===== src/rtl/matrix_out_clamp_pkg.sv =====
// Shared colour-pipeline helpers: input width, rounding, clamping, clip flags.
package matrix_out_clamp_pkg;

    // Internal arithmetic width; wide enough for any practical W+1.
    localparam int CALC_W = 64;

    localparam logic CLIP    = 1'b1;
    localparam logic NO_CLIP = 1'b0;

    typedef enum logic [1:0] {
        CH_R = 2'd0,
        CH_G = 2'd1,
        CH_B = 2'd2
    } ch_e;

    localparam int NUM_CH = 3;

    // Multiplier output width: sign + overflow bits + pixel bits + 1 fraction bit.
    function automatic int in_width(input int dsize, input int nsize);
        return dsize + nsize + 2;
    endfunction

    // Drop the half-LSB fraction bit, rounding half up (towards +inf).
    function automatic logic signed [CALC_W-1:0] round_half_up(input logic signed [CALC_W-1:0] x);
        return (x + 64'sd1) >>> 1;
    endfunction

    function automatic logic signed [CALC_W-1:0] max_pixel(input int dsize);
        return (64'sd1 <<< dsize) - 64'sd1;
    endfunction

    // Saturate a signed integer into [0, 2^dsize-1].
    function automatic logic signed [CALC_W-1:0] clamp_unsigned(input logic signed [CALC_W-1:0] r,
                                                                 input int dsize);
        if (r < 64'sd0)
            return '0;
        else if (r > max_pixel(dsize))
            return max_pixel(dsize);
        else
            return r;
    endfunction

    // Flag whether clamp_unsigned had to saturate.
    function automatic logic clamp_clip(input logic signed [CALC_W-1:0] r, input int dsize);
        return ((r < 64'sd0) || (r > max_pixel(dsize))) ? CLIP : NO_CLIP;
    endfunction

endpackage


===== src/rtl/matrix_out_clamp_sync_delay_line.sv =====
// Fixed-depth shift register for video syncs; DEPTH=0 is a plain wire.
module sync_delay_line #(
    parameter int DEPTH = 1,
    parameter int WIDTH = 3
) (
    input  logic             clock,
    input  logic             rst,
    input  logic [WIDTH-1:0] din,
    output logic [WIDTH-1:0] dout
);

    generate
        if (DEPTH == 0) begin : g_wire
            assign dout = din;
        end else begin : g_pipe
            logic [DEPTH-1:0][WIDTH-1:0] pipe;

            // Shift one stage per clock; reset flushes to all-zero syncs.
            always_ff @(posedge clock or posedge rst) begin
                if (rst) begin
                    pipe <= '0;
                end else begin
                    pipe[0] <= din;
                    for (int i = 1; i < DEPTH; i++)
                        pipe[i] <= pipe[i-1];
                end
            end

            assign dout = pipe[DEPTH-1];
        end
    endgenerate

endmodule


===== src/rtl/matrix_out_clamp.sv =====
// Colour matrix output stage: round, saturate, realign syncs, count clipped pixels per frame.
module matrix_out_clamp
    import matrix_out_clamp_pkg::*;
#(
    parameter int DSIZE = 8,
    parameter int NSIZE = 1,
    parameter int MLAT  = 5,
    parameter int CSIZE = 24
) (
    input  logic                     clock,
    input  logic                     rst,
    input  logic [DSIZE+NSIZE+1:0]   iR,
    input  logic [DSIZE+NSIZE+1:0]   iG,
    input  logic [DSIZE+NSIZE+1:0]   iB,
    input  logic                     in_vs,
    input  logic                     in_hs,
    input  logic                     in_de,
    output logic [DSIZE-1:0]         oR,
    output logic [DSIZE-1:0]         oG,
    output logic [DSIZE-1:0]         oB,
    output logic                     o_vs,
    output logic                     o_hs,
    output logic                     o_de,
    output logic [CSIZE-1:0]         clip_cnt,
    output logic                     clip_vld
);

    localparam int W = in_width(DSIZE, NSIZE);
    localparam logic [CSIZE-1:0] CNT_MAX = '1;

    logic [NUM_CH-1:0][W-1:0]     x_in;
    logic [NUM_CH-1:0][W:0]       r1;
    logic [NUM_CH-1:0][W:0]       r1_next;
    logic [NUM_CH-1:0][DSIZE-1:0] pix_next;
    logic [NUM_CH-1:0]            clip_ch;
    logic [2:0]                   sync_d;
    logic                         de_al;
    logic                         count_px;
    logic                         frame_rise;
    logic [CSIZE-1:0]             run_cnt;

    assign x_in = {iB, iG, iR};

    // Syncs leave the delay line aligned with the stage-1 register; stage 2 adds the last clock.
    sync_delay_line #(
        .DEPTH (MLAT + 1),
        .WIDTH (3)
    ) u_sync (
        .clock (clock),
        .rst   (rst),
        .din   ({in_vs, in_hs, in_de}),
        .dout  (sync_d)
    );

    // Per-channel rounding (into stage 1) and saturation (into stage 2).
    always_comb begin
        r1_next  = '0;
        pix_next = '0;
        clip_ch  = '0;
        for (int c = 0; c < NUM_CH; c++) begin
            r1_next[c]  = (W+1)'(round_half_up(CALC_W'(signed'(x_in[c]))));
            pix_next[c] = DSIZE'(clamp_unsigned(CALC_W'(signed'(r1[c])), DSIZE));
            clip_ch[c]  = clamp_clip(CALC_W'(signed'(r1[c])), DSIZE);
        end
    end

    assign de_al      = sync_d[0];
    assign count_px   = de_al & (|clip_ch);
    // o_vs holds the previous aligned vs, so this is a rising edge only.
    assign frame_rise = sync_d[2] & ~o_vs;

    // Stage 1: rounded channel values.
    always_ff @(posedge clock or posedge rst) begin
        if (rst)
            r1 <= '0;
        else
            r1 <= r1_next;
    end

    // Stage 2: clamped pixels blanked outside active video, plus aligned syncs.
    always_ff @(posedge clock or posedge rst) begin
        if (rst) begin
            oR   <= '0;
            oG   <= '0;
            oB   <= '0;
            o_vs <= 1'b0;
            o_hs <= 1'b0;
            o_de <= 1'b0;
        end else begin
            oR   <= de_al ? pix_next[CH_R] : '0;
            oG   <= de_al ? pix_next[CH_G] : '0;
            oB   <= de_al ? pix_next[CH_B] : '0;
            o_vs <= sync_d[2];
            o_hs <= sync_d[1];
            o_de <= de_al;
        end
    end

    // Saturating clip counter; a frame edge publishes it and restarts with the edge pixel.
    always_ff @(posedge clock or posedge rst) begin
        if (rst) begin
            run_cnt  <= '0;
            clip_cnt <= '0;
            clip_vld <= 1'b0;
        end else begin
            clip_vld <= frame_rise;
            if (frame_rise) begin
                clip_cnt <= run_cnt;
                run_cnt  <= CSIZE'(count_px);
            end else if (count_px && run_cnt != CNT_MAX) begin
                run_cnt <= run_cnt + 1'b1;
            end
        end
    end

endmodule


===== config.mk =====
export PLATFORM = sky130hd
export DESIGN_NAME = matrix_out_clamp
export DESIGN_NICKNAME = d
export VERILOG_FILES = /design/src/rtl/matrix_out_clamp_pkg.sv /design/src/rtl/matrix_out_clamp_sync_delay_line.sv /design/src/rtl/matrix_out_clamp.sv
export SDC_FILE = /design/constraint.sdc
export NUM_CORES = 1
export LEC_CHECK = 0
export ABC_AREA = 1
export CAP_MARGIN = 25
export CORE_ASPECT_RATIO = 1.2
export CORE_MARGIN = 5
export CORE_UTILIZATION = 48
export CTS_CLUSTER_DIAMETER = 150
export DETAILED_ROUTE_END_ITERATION = 10
export GPL_ROUTABILITY_DRIVEN = 1
export PLACE_DENSITY = 0.77
export SYNTH_ARGS = -nofsm -noshare
export SYNTH_HDL_FRONTEND = slang
export SYNTH_SLANG_ARGS = --single-unit
export TNS_END_PERCENT = 20

===== constraint.sdc =====
create_clock -name clock -period 4.2 [get_ports clock]
set_input_delay 0.84 -clock clock [delete_from_list [all_inputs] [get_ports clock]]
set_output_delay 0.84 -clock clock [all_outputs]
set_load 0.02 [all_outputs]

## Word-level counts from Yosys, hierarchy flattened

Cells that the tools add are included.

- Flip-flop bits (word level): 127
- Output and inout bits: 52

- Multiplexer cells: 14
- Add/sub/neg operators: 4
- Equality and inequality tests: 1
- Reduce and logical (&&, ||, !) cells: 6
- Magnitude comparators: 6
- Bitwise operators: 3

Operators by type and width:

| operator | number |
|---|---|
| 2-to-1 mux 8 bit | 9 |
| 2-to-1 mux 24 bit | 2 |
| adder 11 x 2 -> 12 bit, second input constant | 3 |
| greater-than comparator 11 x 9 -> 1 bit, second input constant | 3 |
| less-than comparator 11 x 1 -> 1 bit, second input constant | 3 |
| adder 24 x 1 -> 24 bit, second input constant | 1 |
| != test 24 bit, second input constant | 1 |
| logical OR 1 bit | 3 |
| 2-to-1 mux 1 bit | 3 |
| OR reduction 3 bit | 1 |
| bitwise AND 1 bit | 2 |
| nonzero test 2 bit | 1 |
| logical AND 1 bit | 1 |
| NOT 1 bit | 1 |

## Longest topological paths before layout

Gate-level depths: netlist of run 1.

- Word-level depth: 8
- Depth in mapped cells: 12
- Mapped depth without buffers: 10

## Cells and area by module

From an unflattened synthesis of run 1, not the netlist that was laid out.

- Cells, all modules: 568
- Area total of the unflattened synthesis: 5306.3 um^2

Modules (own cells, without submodules):

| module | area each (um^2) | cells an instance | times used |
|---|---|---|---|
| matrix_out_clamp | 4829.6 | 546 | 1 |
| sync_delay_line | 476.7 | 22 | 1 |

## Least setup slack after synthesis of run 1

No wires, ideal clock.

- Path kind: in2reg
- From: input port iG[0]
- To: register r1[20] (netlist bit)
- Data arrival time: 1.632 ns
- Slack: 2.489 ns
- Cell stages on the path: 5
- Required time: 4.121 ns
- Path buffers: 0
- Cell sequence: nand3_1 > nor3b_1 > nand3_1 > nor2_1 > xor2_1

RTL lines:

| element | line | RTL |
|---|---|---|
| from (decl) | matrix_out_clamp.sv:13 | `input logic [DSIZE+NSIZE+1:0] iG,` |
| to (signal assigned) | matrix_out_clamp.sv:77 | `r1 <= r1_next;` |
| to (decl) | matrix_out_clamp.sv:32 | `logic [NUM_CH-1:0][W:0] r1;` |

## Final worst setup path of run 1

- From: register o_vs
- To: output port o_vs

RTL lines:

| element | line | RTL |
|---|---|---|
| from (decl) | matrix_out_clamp.sv:21 | `output logic o_vs,` |
| from (signal assigned) | matrix_out_clamp.sv:93 | `o_vs <= sync_d[2];` |

No word-level cell between the ends.

==> metrics.json, run 1 <==
{
  "power": {
    "power_dissipated_by_switching_net_loads_uw": 687,
    "p_comb_share_pct": 8.6,
    "total_leakage_power_nw": 3.26,
    "clock_power_share_pct": 47.1,
    "switching_share_pct": 23.0,
    "sequentialPowerShare_pct": 44.3,
    "internal-power_mw": 2.29,
    "power.density_mw_per_mm2": 429,
    "peakVddDrop_mv": 0.227
  },
  "timing": {
    "maxSlewHeadroom_pct": 39.5,
    "min_period_ns": 2.28,
    "clock.fmax_ghz": 0.439,
    "report.final.hold_viol_count": 0,
    "timing.final.setup_violations": 0,
    "worst_slack_on_hold_paths_ns": 0.345,
    "fraction_of_the_cycle_the_final_worst_path_needs_pct": 54.3,
    "rsz0062_at_grt": "no",
    "tightestPinTransition_ns": 0.907,
    "finalSetupTns_ns": 0,
    "timing.clock.skew_ns": 0.00608,
    "maxSlewViolCount": 0
  },
  "placement": {
    "gpl.final_weighted_congestion": 0.865,
    "hpwlAfterDp_mm": 7.87,
    "numPortBuffers": 89
  },
  "die": {
    "die_area_mm2": 0.0134,
    "die_height_um": 126,
    "die_x_um": 107,
    "top_level_ports": 90,
    "initial_core_utilization_pct": 48.8,
    "area_of_the_core_mm2": 0.0110,
    "fp-row-count": 42
  },
  "route": {
    "detail_route.first_pass.iterations": 4,
    "remaining_drc_errors": 0,
    "antenna_violating_nets_post_route": 0,
    "post_detailed_routing_wire_length_mm": 11.0,
    "routed_wire_length_per_instance_um": 13.5,
    "detail_route.iter0.violations": 168,
    "detailroute.via_count": 3965,
    "drt-vias-per-instance": 4.86
  },
  "final_layout": {
    "final_nets": 713,
    "diode_count": 0,
    "synthToLayoutAreaGrowth_pct": 29.5,
    "ratio_of_cells_with_drive_above_1_in_the_final_layout_pct": 8.77,
    "fillers": 917
  },
  "clock_tree": {
    "clk_sinks": 127,
    "tritoncts": "built",
    "clk_pin_slew_worst_paths_ns": 0.06,
    "ctsResizeCount": 0,
    "clock_tree.htree_level_count": 4,
    "postCtsSetupBuffers": 0,
    "clk_path_buf_depth": 2,
    "hold_buffers": 0,
    "numCtsBuffers": 17,
    "clk-insertion-delay-late_ns": 0.40,
    "cts.root.buffer_cell": "sky130_fd_sc_hd__clkbuf_16"
  },
  "setup_path": {
    "crit_path_start_kind": "register",
    "setup.worst_path.end_class": "output port",
    "critPathTopFamily": "buffers and inverters",
    "setup.worst_path.class": "reg -> out",
    "worstPathArrival_ns": 1.44,
    "worst_path_cell_trace": "clkdlybuf4s50_1",
    "crit_path_max_fanout": 2,
    "critPathSlowestCell": "sky130_fd_sc_hd__clkdlybuf4s50_1",
    "required_time_of_the_critical_path_ns": 3.36,
    "critical_path.max_stage_delay_ns": 0.64,
    "critical_path.n_buffers_inverters": 1
  },
  "synth": {
    "synthesis.yosys.warnings": 0,
    "number_of_enable_type_register_cells_in_the_synthesized_netlist": 0,
    "post_synthesis_sequential_element_count": 127,
    "synthMostInstantiatedCell": "sky130_fd_sc_hd__nand2_1",
    "yosysTopAreaCellShare_pct": 59.2,
    "yosys.cell_types.count": 31,
    "synth.largest_area_cell": "sky130_fd_sc_hd__dfrtp_1",
    "synth.yosys.seq_area_share_pct": 59.2,
    "ys_async_sr_fraction_pct": 100,
    "yosys-top-cells-area": "sky130_fd_sc_hd__dfrtp_1 59%, sky130_fd_sc_hd__nand2_1 11%, sky130_fd_sc_hd__xor2_1 5.2%",
    "synth_ff_type": "sky130_fd_sc_hd__dfrtp_1",
    "synth_area_per_cell_um2": 9.33,
    "netlist_instances": 575,
    "syn-num-nets": 617,
    "synth.top_cells.by_count": "152 x sky130_fd_sc_hd__nand2_1, 127 x sky130_fd_sc_hd__dfrtp_1, 70 x sky130_fd_sc_hd__nor2_1",
    "synth.cell_area_mm2": 0.00536
  },
  "job": {
    "max_cap_viol_count": 0
  },
  "run_status": {
    "status": "finished clean"
  },
  "worst_hold_path": {
    "hold_path.class": "reg -> reg"
  },
  "global_route": {
    "first_global_vias": 4035,
    "grt_first_pass_wirelength_mm": 18.9,
    "grt_use_total_pct": 17.6,
    "overall_overflow_remaining_after_global_route": 0,
    "grt_antenna_before_repair": 0,
    "grt_max_degree": 128
  }
}
[power by group through the flow]
stage                     clock, mW  combinational (mW)  sequential [mW]
after floorplan                   0               0.114             1.36
after global routing           1.50               0.285             1.33
after CTS                      1.43               0.262             1.32
after detailed placement          0               0.260             1.34
final                          1.40               0.256             1.32
after global placement            0               0.254             1.34
[final cells by class]
class                           count  area [µm²]  area share [%]
Clock inverter                     11         115            1.66
Clock buffer                       21         460            6.63
Tap cell                          132         165            2.38
Inverter                           61         233            3.35
Sequential cell                   127        3180            45.8
Timing Repair Buffer               90         911            13.1
Multi-Input combinational cell    374        1880            27.1
[cell usage in the layout, fill, tap and decap left out, types with 5 or more instances in the layout]
master                            netlist  final
sky130_fd_sc_hd__xor2_1                32     32
sky130_fd_sc_hd__nand4_1               12     12
sky130_fd_sc_hd__o21ai_2                6      6
sky130_fd_sc_hd__nor2_2                 5      5
sky130_fd_sc_hd__nor2_1                70     70
sky130_fd_sc_hd__clkinv_2               0      5
sky130_fd_sc_hd__clkdlybuf4s50_1        0     89
sky130_fd_sc_hd__dfrtp_1              127    127
sky130_fd_sc_hd__clkinvlp_4             0      5
sky130_fd_sc_hd__nand3_1               29     29
sky130_fd_sc_hd__inv_1                 55     54
sky130_fd_sc_hd__nand2_1              152    152
sky130_fd_sc_hd__clkbuf_16              0     17
sky130_fd_sc_hd__o21ai_0               37     37
sky130_fd_sc_hd__inv_2                  5      5
[worst paths after layout]
check                      slack (ns)                            start  cells past startpoint                               to
setup / recovery                 1.92                   o_vs$_DFF_PP0_                      1                             o_vs
hold / removal                   0.35  u_sync.g_pipe.pipe[1]$_DFF_PP0_                      0  u_sync.g_pipe.pipe[4]$_DFF_PP0_
setup reg to reg                 2.02           run_cnt[0]$_DFFE_PP0P_                      9           run_cnt[7]$_DFFE_PP0P_
hold reg to reg                  0.35  u_sync.g_pipe.pipe[1]$_DFF_PP0_                      0  u_sync.g_pipe.pipe[4]$_DFF_PP0_
max in group asynchronous        2.74                              rst                      3          run_cnt[11]$_DFFE_PP0P_
min in group asynchronous        0.99                              rst                      3  u_sync.g_pipe.pipe[6]$_DFF_PP0_
[metrics by stage]
| stage | cells | worst slack [ns] | utilization (%) | power, mW | area, µm² |
|---|---|---|---|---|---|
| 2_1_floorplan | 575 | 1.79 | - | 1.48 | 5370 |
| 3_3_place_gp | 784 | 1.84 | 58.0 | 1.59 | 6370 |
| 3_5_place_dp | 784 | 1.76 | 58.0 | 1.60 | 6370 |
| 4_1_cts | 816 | 1.90 | 63.2 | 3.01 | 6950 |
| 5_1_grt | 816 | 1.79 | 63.2 | 3.11 | 6950 |
| 6_report | 816 | 1.92 | 63.2 | 2.98 | 6950 |
[sequential cells by signal, indices dropped and copies added (netlist names)]
| name | cells |
|---|---|
| o_de | 1 |
| oB | 8 |
| u_sync.g_pipe.pipe | 15 |
| r1 | 33 |
| oR | 8 |
| o_vs | 1 |
| o_hs | 1 |
| run_cnt | 24 |
| clip_cnt | 24 |
| clip_vld | 1 |
| oG | 8 |
| u_sync.dout | 3 |
[layer usage]
layer  track usage, %  share of wire [%]
met1             19.3                 40
met2             32.8                 54
met3             4.86                4.8
met4             5.72                1.2
met5                0                  0
[cell families after synthesis]
| kind of cell | Yosys count | synth area share [%] |
|---|---|---|
| AOI/OAI and AO/OA | 47 | 4.85 |
| xor gates and xnor gates | 36 | 5.88 |
| buffers and inverters | 74 | 5.64 |
| adders and majority gates | 4 | 0.933 |
| DFF | 127 | 59.2 |
| and+or+nand+nor | 287 | 23.4 |
Note: power is estimated with default switching activity, not from simulation.
==> inputs of run 2 (changes only) <==
- CORE_UTILIZATION: 48 -> 50
- clock period: 4.2 -> 2.3 ns (I/O delays scaled with it)
==> run 2 against run 1 <==
Effect of this change: critical path type is now reg -> reg; register-to-register slack worse by 1.6 ns; first-iteration DRC count down 16%; sequential cell count unchanged; clock power up 99%; wire length up 4.3%; sequential power up 82%.
==> metrics.json, run 2 (same netlist as run 1, synthesis figures left out) <==
{
  "run_status": {
    "status": "finished clean"
  },
  "route": {
    "detail_route.first_pass.iterations": 5,
    "detailroute.via_count": 4050,
    "routed_wire_length_per_instance_um": 14.0,
    "post_detailed_routing_wire_length_mm": 11.5,
    "antenna_violating_nets_post_route": 0,
    "drt-vias-per-instance": 4.95,
    "remaining_drc_errors": 0,
    "detail_route.iter0.violations": 141
  },
  "power": {
    "power.density_mw_per_mm2": 805,
    "peakVddDrop_mv": 0.505,
    "totalPowerFinal_mw": 5.68,
    "total_leakage_power_nw": 3.32
  },
  "setup_path": {
    "setup.worst_path.class": "reg -> reg",
    "worstPathArrival_ns": 2.19,
    "crit_path_start_kind": "register",
    "setup.worst_path.end_class": "register",
    "crit_path_max_fanout": 14,
    "required_time_of_the_critical_path_ns": 2.59,
    "r2r_cells": 10
  },
  "die": {
    "area_of_the_core_mm2": 0.0105,
    "die_x_um": 105,
    "die_area_mm2": 0.0129,
    "initial_core_utilization_pct": 51.0,
    "top_level_ports": 90,
    "fp-row-count": 41,
    "die_height_um": 123
  },
  "final_layout": {
    "ratio_of_cells_with_drive_above_1_in_the_final_layout_pct": 9.57,
    "largest_reg_flops": 33,
    "max_flop_register": "r1",
    "diode_count": 0,
    "mostFrequentLayoutCells": "152 x sky130_fd_sc_hd__nand2_1, 127 x sky130_fd_sc_hd__dfrtp_1, 89 x sky130_fd_sc_hd__clkdlybuf4s50_1, 70 x sky130_fd_sc_hd__nor2_1, 54 x sky130_fd_sc_hd__inv_1",
    "final_util_pct": 67.1,
    "layout.cells.most_common": "sky130_fd_sc_hd__nand2_1",
    "reg_top3": "r1 (33), clip_cnt (24), run_cnt (24)",
    "fillers": 805,
    "final_nets": 719,
    "total_area_of_multi_input_combinational_cells_mm2": 0.00188,
    "synthToLayoutAreaGrowth_pct": 31.6,
    "area.sequential_mm2": 0.00318
  },
  "global_route": {
    "grt_antenna_before_repair": 0,
    "grt_max_degree": 53,
    "overall_overflow_remaining_after_global_route": 0,
    "grt_first_pass_wirelength_mm": 19.3,
    "first_global_vias": 4266,
    "grt_use_total_pct": 19.0
  },
  "timing": {
    "timing.final.ws_setup_ns": 0.398,
    "timing.final.setup_violations": 0,
    "timing.clock.skew_ns": 0.00827,
    "report.final.hold_viol_count": 0,
    "maxSlewViolCount": 0,
    "min_period_ns": 1.90,
    "tightestPinTransition_ns": 0.436,
    "finalSetupTns_ns": 0,
    "rsz0062_at_grt": "no",
    "maxSlewHeadroom_pct": 70.8,
    "worst_slack_on_hold_paths_ns": 0.345,
    "fraction_of_the_cycle_the_final_worst_path_needs_pct": 82.7,
    "clock.fmax_ghz": 0.526
  },
  "clock_tree": {
    "cts.root.buffer_cell": "sky130_fd_sc_hd__clkbuf_16",
    "hold_buffers": 0,
    "clk_sinks": 127,
    "clk_pin_slew_worst_paths_ns": 0.05,
    "clock_tree.htree_level_count": 4,
    "numCtsBuffers": 17,
    "tritoncts": "built",
    "clk_path_buf_depth": 2,
    "postCtsSetupBuffers": 0,
    "clk-insertion-delay-late_ns": 0.41,
    "ctsResizeCount": 0
  },
  "job": {
    "max_cap_viol_count": 0
  },
  "placement": {
    "gpl.final_weighted_congestion": 0.879,
    "numPortBuffers": 89,
    "dpl_worst_slack_ns": 0.241,
    "hpwlAfterDp_mm": 8.41
  },
  "worst_hold_path": {
    "hold_path.class": "reg -> reg",
    "hold_path_depth": 0
  }
}
-- run 2: changes by cell type in the layout (fill, tap and decap cells not counted) --
| cell | before | now |
|---|---|---|
| sky130_fd_sc_hd__buf_4 | 0 | 4 |
| sky130_fd_sc_hd__clkinv_2 | 5 | 2 |
| sky130_fd_sc_hd__clkinv_4 | 0 | 3 |
| sky130_fd_sc_hd__buf_12 | 1 | 3 |
| sky130_fd_sc_hd__bufinv_16 | 2 | 4 |
| sky130_fd_sc_hd__clkbuf_8 | 2 | 0 |
| sky130_fd_sc_hd__clkinvlp_4 | 5 | 4 |
| sky130_fd_sc_hd__inv_6 | 0 | 1 |
-- run 2: worst max-delay path, stage by stage, from the launching register on --
cell and delay (ns):
sky130_fd_sc_hd__dfrtp_1 0.38, sky130_fd_sc_hd__ha_1 0.36, sky130_fd_sc_hd__inv_2 0.08, sky130_fd_sc_hd__nor2_4 0.15
sky130_fd_sc_hd__nand2_2 0.08, sky130_fd_sc_hd__nor2_2 0.14, sky130_fd_sc_hd__nand3_1 0.08, sky130_fd_sc_hd__nand2_1 0.08
sky130_fd_sc_hd__nand2_2 0.21, sky130_fd_sc_hd__nand2_1 0.16, sky130_fd_sc_hd__nand2_1 0.07
-- run 2: worst paths after layout --
kind                                             startpoint                               end  slack (ns)
setup reg to reg                     run_cnt[1]$_DFFE_PP0P_           run_cnt[11]$_DFFE_PP0P_        0.40
hold / removal             u_sync.g_pipe.pipe[11]$_DFF_PP0_  u_sync.g_pipe.pipe[14]$_DFF_PP0_        0.35
min in group asynchronous                               rst            run_cnt[7]$_DFFE_PP0P_        0.36
setup / recovery                     run_cnt[1]$_DFFE_PP0P_           run_cnt[11]$_DFFE_PP0P_        0.40
max in group asynchronous                               rst          clip_cnt[11]$_DFFE_PP0P_        1.38
hold reg to reg            u_sync.g_pipe.pipe[11]$_DFF_PP0_  u_sync.g_pipe.pipe[14]$_DFF_PP0_        0.35
-- run 2: through the flow --
step	instance area, µm²	instances
2_1_floorplan	5370	575
3_3_place_gp	6440	787
3_5_place_dp	6440	787
4_1_cts	7060	819
5_1_grt	7060	819
6_report	7060	819
-- run 2: cell type report --
cell class / instances / area share [%]
well taps: 129 / 2.29
clock inverters: 13 / 2.66
clock buffers: 19 / 6.13
multi-input cells: 374 / 26.7
inverters: 61 / 3.30
flip-flops and latches: 127 / 45.0
repair buffers: 96 / 13.9
-- run 2: power breakdown --
part / internal, mW / switching (mW) / total [mW]
combinational: 0.213 / 0.279 / 0.491
sequential: 2.35 / 0.0554 / 2.40
clock: 1.82 / 0.970 / 2.79
total: 4.38 / 1.30 / 5.68
-- run 2: routing by layer --
layer / routed length [µm] / vias to the layer above / global-route usage (%)
met3: 530 / 13 / 5.48
li1: - / 1999 / -
met5: 0 / - / 0
met1: 4420 / 1945 / 20.1
met4: 146 / 0 / 7.13
met2: 6410 / 93 / 35.7
==> inputs of run 3 (changes only) <==
- clock period: 2.3 -> 1.9 ns (I/O delays scaled with it)
==> run 3 against run 2 <==
Effect of this change: final area grew 0.32%; via count rose by 0.99%; sequential share of layout area decreased by 0.14 points; register-to-register slack worse by 0.23 ns; cell count increased by 1.7%; worst setup slack got worse by 0.33 ns; first-iteration DRC count up 22%; largest power group unchanged.
==> metrics.json, run 3 (same netlist as run 1, synthesis figures left out) <==
{
  "die": {
    "initial_core_utilization_pct": 51.0,
    "die_area_mm2": 0.0129,
    "die_x_um": 105,
    "die_height_um": 123,
    "fp-row-count": 41,
    "area_of_the_core_mm2": 0.0105,
    "top_level_ports": 90
  },
  "setup_path": {
    "critical_path.n_buffers_inverters": 1,
    "crit_path_start_kind": "register",
    "worst_path_cell_trace": "clkdlybuf4s50_1",
    "critical_path.max_stage_delay_ns": 0.65,
    "crit_path_max_fanout": 2,
    "worstPathArrival_ns": 1.45,
    "setup.worst_path.end_class": "output port",
    "critPathSlowestCell": "sky130_fd_sc_hd__clkdlybuf4s50_1",
    "required_time_of_the_critical_path_ns": 1.52,
    "regToRegSetupSlack_ns": 0.17,
    "setup.worst_path.class": "reg -> out",
    "critPathTopFamily": "buffers and inverters"
  },
  "clock_tree": {
    "postCtsSetupBuffers": 0,
    "hold_buffers": 0,
    "clk_pin_slew_worst_paths_ns": 0.05,
    "clk_path_buf_depth": 2,
    "clk_sinks": 127,
    "tritoncts": "built",
    "clock_tree.htree_level_count": 4,
    "cts.root.buffer_cell": "sky130_fd_sc_hd__clkbuf_16",
    "clk-insertion-delay-late_ns": 0.41,
    "numCtsBuffers": 17
  },
  "global_route": {
    "grt_antenna_before_repair": 0,
    "grt_max_degree": 93,
    "grt_use_total_pct": 18.9,
    "first_global_vias": 4162,
    "grt_first_pass_wirelength_mm": 19.3,
    "overall_overflow_remaining_after_global_route": 0
  },
  "timing": {
    "rsz0062_at_grt": "no",
    "timing.clock.skew_ns": 0.00862,
    "timing.final.setup_violations": 0,
    "worst_slack_on_hold_paths_ns": 0.345,
    "clock.fmax_ghz": 0.546,
    "timing.final.ws_setup_ns": 0.0690,
    "tightestPinTransition_ns": 0.471,
    "report.final.hold_viol_count": 0,
    "min_period_ns": 1.83,
    "fraction_of_the_cycle_the_final_worst_path_needs_pct": 96.4,
    "maxSlewViolCount": 0,
    "maxSlewHeadroom_pct": 68.6
  },
  "final_layout": {
    "mostFrequentLayoutCells": "152 x sky130_fd_sc_hd__nand2_1, 127 x sky130_fd_sc_hd__dfrtp_1, 89 x sky130_fd_sc_hd__clkdlybuf4s50_1, 70 x sky130_fd_sc_hd__nor2_1, 54 x sky130_fd_sc_hd__inv_1",
    "synthToLayoutAreaGrowth_pct": 32.0,
    "fillers": 827,
    "diode_count": 0,
    "reg_top3": "r1 (33), clip_cnt (24), run_cnt (24)",
    "final_nets": 733,
    "ratio_of_cells_with_drive_above_1_in_the_final_layout_pct": 11.8,
    "largest_reg_flops": 33,
    "max_flop_register": "r1",
    "layout.cells.most_common": "sky130_fd_sc_hd__nand2_1"
  },
  "route": {
    "routed_wire_length_per_instance_um": 13.4,
    "drt-vias-per-instance": 4.91,
    "detail_route.first_pass.iterations": 6,
    "detailroute.via_count": 4090,
    "detail_route.iter0.violations": 172,
    "antenna_violating_nets_post_route": 0,
    "post_detailed_routing_wire_length_mm": 11.2,
    "remaining_drc_errors": 0
  },
  "power": {
    "clock_power_share_pct": 46.0,
    "switching_share_pct": 24.2,
    "p_comb_share_pct": 9.4,
    "power.density_mw_per_mm2": 921,
    "internal-power_mw": 4.94,
    "power_dissipated_by_switching_net_loads_mw": 1.58,
    "peakVddDrop_mv": 0.664,
    "sequentialPowerShare_pct": 44.6,
    "total_leakage_power_nw": 3.37
  },
  "worst_hold_path": {
    "hold_path.class": "reg -> reg"
  },
  "placement": {
    "dpl_worst_slack_ns": -0.0145,
    "hpwlAfterDp_mm": 8.24,
    "gpl.final_weighted_congestion": 0.863,
    "numPortBuffers": 89
  },
  "run_status": {
    "status": "finished clean"
  },
  "job": {
    "max_cap_viol_count": 0
  }
}
-- run 3: changes by cell type in the layout (fill, tap and decap cells not counted), sizes merged --
cell      delta
clkbuf       -1
clkinvlp     -2
clkinv       +5
bufinv       -3
buf         +14
inv          +1
-- run 3: power groups by stage --
stage	clock network, mW	logic, mW	registers (mW)
after global placement	0	0.604	2.95
after floorplan	0	0.252	3.01
after detailed placement	0	0.620	2.96
after CTS	3.05	0.623	2.91
after global routing	3.20	0.679	2.92
final	2.99	0.614	2.91
-- run 3: routing by layer --
| metal | wire, µm | GRT usage [%] |
|---|---|---|
| met5 | 0 | 0 |
| met4 | 186 | 6.40 |
| met3 | 648 | 6.68 |
| met2 | 6020 | 34.1 |
| met1 | 4340 | 20.9 |
-- run 3: final timing paths --
check,start,endpoint,depth (start not counted)
min in group asynchronous,rst,clip_cnt[5]$_DFFE_PP0P_,3
max in group asynchronous,rst,oB[5]$_DFF_PP0_,3
max,o_vs$_DFF_PP0_,o_vs,1
min reg2reg,u_sync.g_pipe.pipe[8]$_DFF_PP0_,u_sync.g_pipe.pipe[11]$_DFF_PP0_,0
max reg2reg,run_cnt[0]$_DFFE_PP0P_,run_cnt[13]$_DFFE_PP0P_,9
min,u_sync.g_pipe.pipe[8]$_DFF_PP0_,u_sync.g_pipe.pipe[11]$_DFF_PP0_,0
-- run 3: area by class of cell --
class / instances / area [µm²] / share of cell area (%)
clock buffers: 18 / 439 / 6.20
clock inverters: 14 / 116 / 1.64
inverters: 61 / 233 / 3.29
multi-input cells: 374 / 1890 / 26.7
flip-flops and latches: 127 / 3180 / 44.9
well taps: 129 / 161 / 2.28
repair buffers: 110 / 1060 / 15.0
-- run 3: timing repair --
action	CTS	global route
resized for setup	0	2
endpoints found under the hold margin	0	0
setup endpoints to repair	0	9
-- run 3: stage by stage --
stage,TNS (ns),std cells,power [mW],util (%),area [µm²]
after floorplan,-6.00,575,3.26,-,5370
after global routing,0,833,6.80,67.3,7080
final,0,833,6.52,67.3,7080
after detailed placement,-0.0145,801,3.58,62.0,6520
after global placement,0,801,3.55,62.0,6520
after CTS,0,833,6.59,67.2,7070
==> patch 1, RTL diff (flow settings as in run 3) <==
`DSIZE`: 8 -> 4.
--- a/src/rtl/matrix_out_clamp.sv
+++ b/src/rtl/matrix_out_clamp.sv
@@ -3,5 +3,5 @@
     import matrix_out_clamp_pkg::*;
 #(
-    parameter int DSIZE = 8,
+    parameter int DSIZE = 4,
     parameter int NSIZE = 1,
     parameter int MLAT  = 5,
Ports: changed (6 resized); port bits go from 90 to 66. No check against the original RTL was run, so the function may have changed too.
==> patch 1 against run 3 <==
Cell area down 24%. Wire length down 20%. First-iteration DRC count up 13%. Sequential share of layout area up 2.7 points. Worst setup slack about the same. Global-route usage down 0.88 points. Sequential cell count down 24. Count of clock-buffer cells in the layout down 7. Synthesized area down 19%. Die area down 18%. Total power down 34%. Non-clock buffer count down 30. Critical path type is now flip-flop to flip-flop.
==> patch 1: results <==
metrics = {
    "clocking": {
        "cts_root_buf": "clkbuf_8",
        "path_clk_slew_ps": 90,
        "cts_max_level": 3,
    },
    "setup_path": {
        "critPathTopFamily": "compound AO/OA/AOI/OAI gates",
        "crit_type": "flip-flop to flip-flop",
        "r2r_start": "run_cnt[1]$_DFFE_PP0P_",
        "crit_path_max_incr_delay_ps": 510,
        "rr_endpoint": "run_cnt[1]$_DFFE_PP0P_",
    },
    "power_and_ir_drop": {
        "p_leak_nw": 2.56,
    },
    "global_route": {
        "grt_use_total_pct": 18.1,
        "grt_util_met3_pct": 4.49,
        "grt.met2_usage_pct": 30.8,
        "grt.met1_usage_pct": 21.7,
        "grt_first_pass_wirelength_um": 15000,
    },
    "detailed_routing": {
        "via_count": 3336,
        "dr.first_iter.drc_count": 195,
        "drt_first_pass_iters": 4,
    },
    "place": {
        "gp_congestion": 0.984,
        "post-place-ws_ps": 107,
        "post-dp-hpwl_um": 6520,
        "dp_cells": 661,
        "placed_area_um2": 5190,
    },
    "min_path": {
        "min_to": "u_sync.g_pipe.pipe[7]$_DFF_PP0_",
    },
    "finish": {
        "drive_gt1_share_pct": 7.32,
    },
    "yosys": {
        "synthTopCellsByCount": "nand2_1, dfrtp_1, inv_1",
    },
    "status": {
        "status": "completed",
    },
    "sta": {
        "slew-limit-headroom_pct": 56.7,
    },
}
## patch 1: cell type report
type / count / share of cell area (%)
flip-flops and latches: 103 / 47.6
clock buffers: 11 / 2.61
well taps: 117 / 2.70
repair buffers: 80 / 14.3
inverters: 44 / 3.12
multi-input cells: 317 / 28.0
clock inverters: 5 / 1.59
## patch 1: report_power, final
group	switching (mW)	leakage [nW]	internal (mW)
clock	0.742	0.115	0.793
combinational	0.240	1.12	0.180
sequential	0.0497	1.32	2.29
## patch 1: cells by family (layout without fill, tap and decap cells)
logic type | count (synthesis) | after routing | share of synthesized area, %
and+or+nand+nor | 253 | 253 | 24.8
DFF | 103 | 103 | 59.4
buffers and inverters | 56 | 140 | 5.57
AOI/OAI and AO/OA | 37 | 37 | 4.38
xor gates and xnor gates | 23 | 23 | 4.64
adders and majority gates | 4 | 4 | 1.15
## patch 1: layer usage
metal  up-vias  wire (um)  part of all wire [%]
li1       1653          -                     -
met3        20        559                   6.3
met4         0        178                   2.0
met5         -          0                     0
met2        93       4570                    51
met1      1570       3600                    40
==> patch 2, RTL diff (flow settings as in run 3) <==
Without the edit above. Put one more register stage on the output `clip_cnt`, without a reset. The value now appears one clock later. The other outputs are not delayed to match.
--- a/src/rtl/matrix_out_clamp.sv
+++ b/src/rtl/matrix_out_clamp.sv
@@ -28,4 +28,6 @@
     localparam int W = in_width(DSIZE, NSIZE);
     localparam logic [CSIZE-1:0] CNT_MAX = '1;
+
+    logic [CSIZE-1:0] clip_cnt_s0;
 
     logic [NUM_CH-1:0][W-1:0]     x_in;
@@ -101,10 +103,10 @@
         if (rst) begin
             run_cnt  <= '0;
-            clip_cnt <= '0;
+            clip_cnt_s0 <= '0;
             clip_vld <= 1'b0;
         end else begin
             clip_vld <= frame_rise;
             if (frame_rise) begin
-                clip_cnt <= run_cnt;
+                clip_cnt_s0 <= run_cnt;
                 run_cnt  <= CSIZE'(count_px);
             end else if (count_px && run_cnt != CNT_MAX) begin
@@ -114,4 +116,8 @@
     end
 
+    always_ff @(posedge clock) begin
+        clip_cnt <= clip_cnt_s0;
+    end
+
 endmodule
 
Function: changed (a bounded check fails within 10 cycles, from zero or initial values and one cycle with rst high).
==> patch 2 against run 3 <==
Synthesized area rose by 7.6%. Critical endpoint is now run_cnt[7]$_DFFE_PP0P_. Wire length up 6.6%. Sequential cell count increased by 24. Die area is 6.9% higher. Largest cell class unchanged. Synthesized cell count is 4.0% higher. Total power is 19% higher. Sequential power rose by 18%. Cell area rose by 8.8%. Non-clock buffer count rose by 2. Worst setup slack gained 48 ps. Fmax is 2.7% higher.
==> patch 2: results <==
metrics = {
    "setup_path": {
        "crit_path_max_incr_delay_ps": 410,
        "cp_data_arrival_time_ps": 2130,
        "cp_slowest_cell": "dfrtp_1",
        "rr_endpoint": "run_cnt[7]$_DFFE_PP0P_",
        "path_max_fanout": 9,
        "critPathLaunch": "run_cnt[1]$_DFFE_PP0P_",
        "reg2reg_depth": 10,
    },
    "yosys": {
        "synth_nets": 640,
        "yosys.area.top_type_share_pct": 55.1,
        "yosysSeqAreaShare_pct": 63.4,
        "yosysUniqueCellTypes": 26,
        "yosys-top-cells-area": "dfrtp_1, nand2_1, dfxtp_1, xor2_1, nor2_1",
        "synthTopCellsByCount": "nand2_1, dfrtp_1, nor2_1",
    },
    "detailed_routing": {
        "wl_per_cell_um": 13.5,
        "wl_um": 11900,
        "via_per_inst": 4.84,
    },
    "die": {
        "dieArea_um2": 13800,
    },
    "power_and_ir_drop": {
        "internal-power_mw": 6.07,
        "p_sw_mw": 1.68,
        "p_leak_nw": 3.57,
        "p_comb_mw": 0.599,
        "p_seq_mw": 3.42,
    },
    "sta": {
        "holdWs_ps": 347,
        "slew-limit-headroom_pct": 38.9,
        "finalClockSkew_ps": 6.40,
    },
    "place": {
        "post-dp-hpwl_um": 8340,
        "post-place-ws_ps": -34.4,
        "dp_cells": 845,
        "placed_area_um2": 6950,
        "gp_congestion": 0.879,
    },
    "global_route": {
        "grt_first_pass_wirelength_um": 20200,
        "grt_max_degree": 98,
        "grt_use_total_pct": 18.8,
        "grt_pass1_vias": 4375,
    },
    "finish": {
        "nNetsFinal": 754,
        "seqCellArea_um2": 3660,
        "buffers": 112,
        "n_clock_buffer": 21,
        "multi_input_cells": 382,
        "inverters": 48,
        "fillers": 911,
        "multi_input_area_um2": 1860,
        "buf_share_pct": 14.7,
        "drive_gt1_share_pct": 9.10,
    },
    "status": {
        "status": "completed",
    },
    "min_path": {
        "min_to": "u_sync.g_pipe.pipe[6]$_DFF_PP0_",
        "min-delay-start": "u_sync.g_pipe.pipe[3]$_DFF_PP0_",
    },
    "clocking": {
        "cts_sinks": 151,
    },
}
patch 2: cell types whose count changed after synthesis, sizes merged, moves of 3 or more:
cell / change
buf: +4
dfxtp: +24
inv: -12
nand2: +13
nand3b: +6
nor2: -8
nor3: +15
o21ai: -16
xor2: -3
patch 2: metal layers:
layer	wire length [um]	share of wire (%)	track usage (%)
met5	0	0	0
met4	281	2.4	8.17
met3	553	4.6	5.24
met2	6380	53	33.2
met1	4720	40	21.2
patch 2: worst max-delay path: cells and delay by family (launching register included):
family / cells / cell delay, ps
adders and majority gates: 1 / 220
DFF: 1 / 410
buffers and inverters: 1 / 180
and+or+nand+nor: 8 / 900
patch 2: cell families after synthesis:
family          Yosys count  share of synthesized area (%)
compound gates           30                           2.60
fa+ha+maj                 4                          0.867
simple gates            313                           23.2
flops                   151                           63.4
xor+xnor                 35                           5.31
buf+inv                  65                           4.62
patch 2: timing repair:
item	4_1_cts	5_1_grt
setup endpoints to repair	0	1
gates resized for setup	0	4
setup buffers	0	4
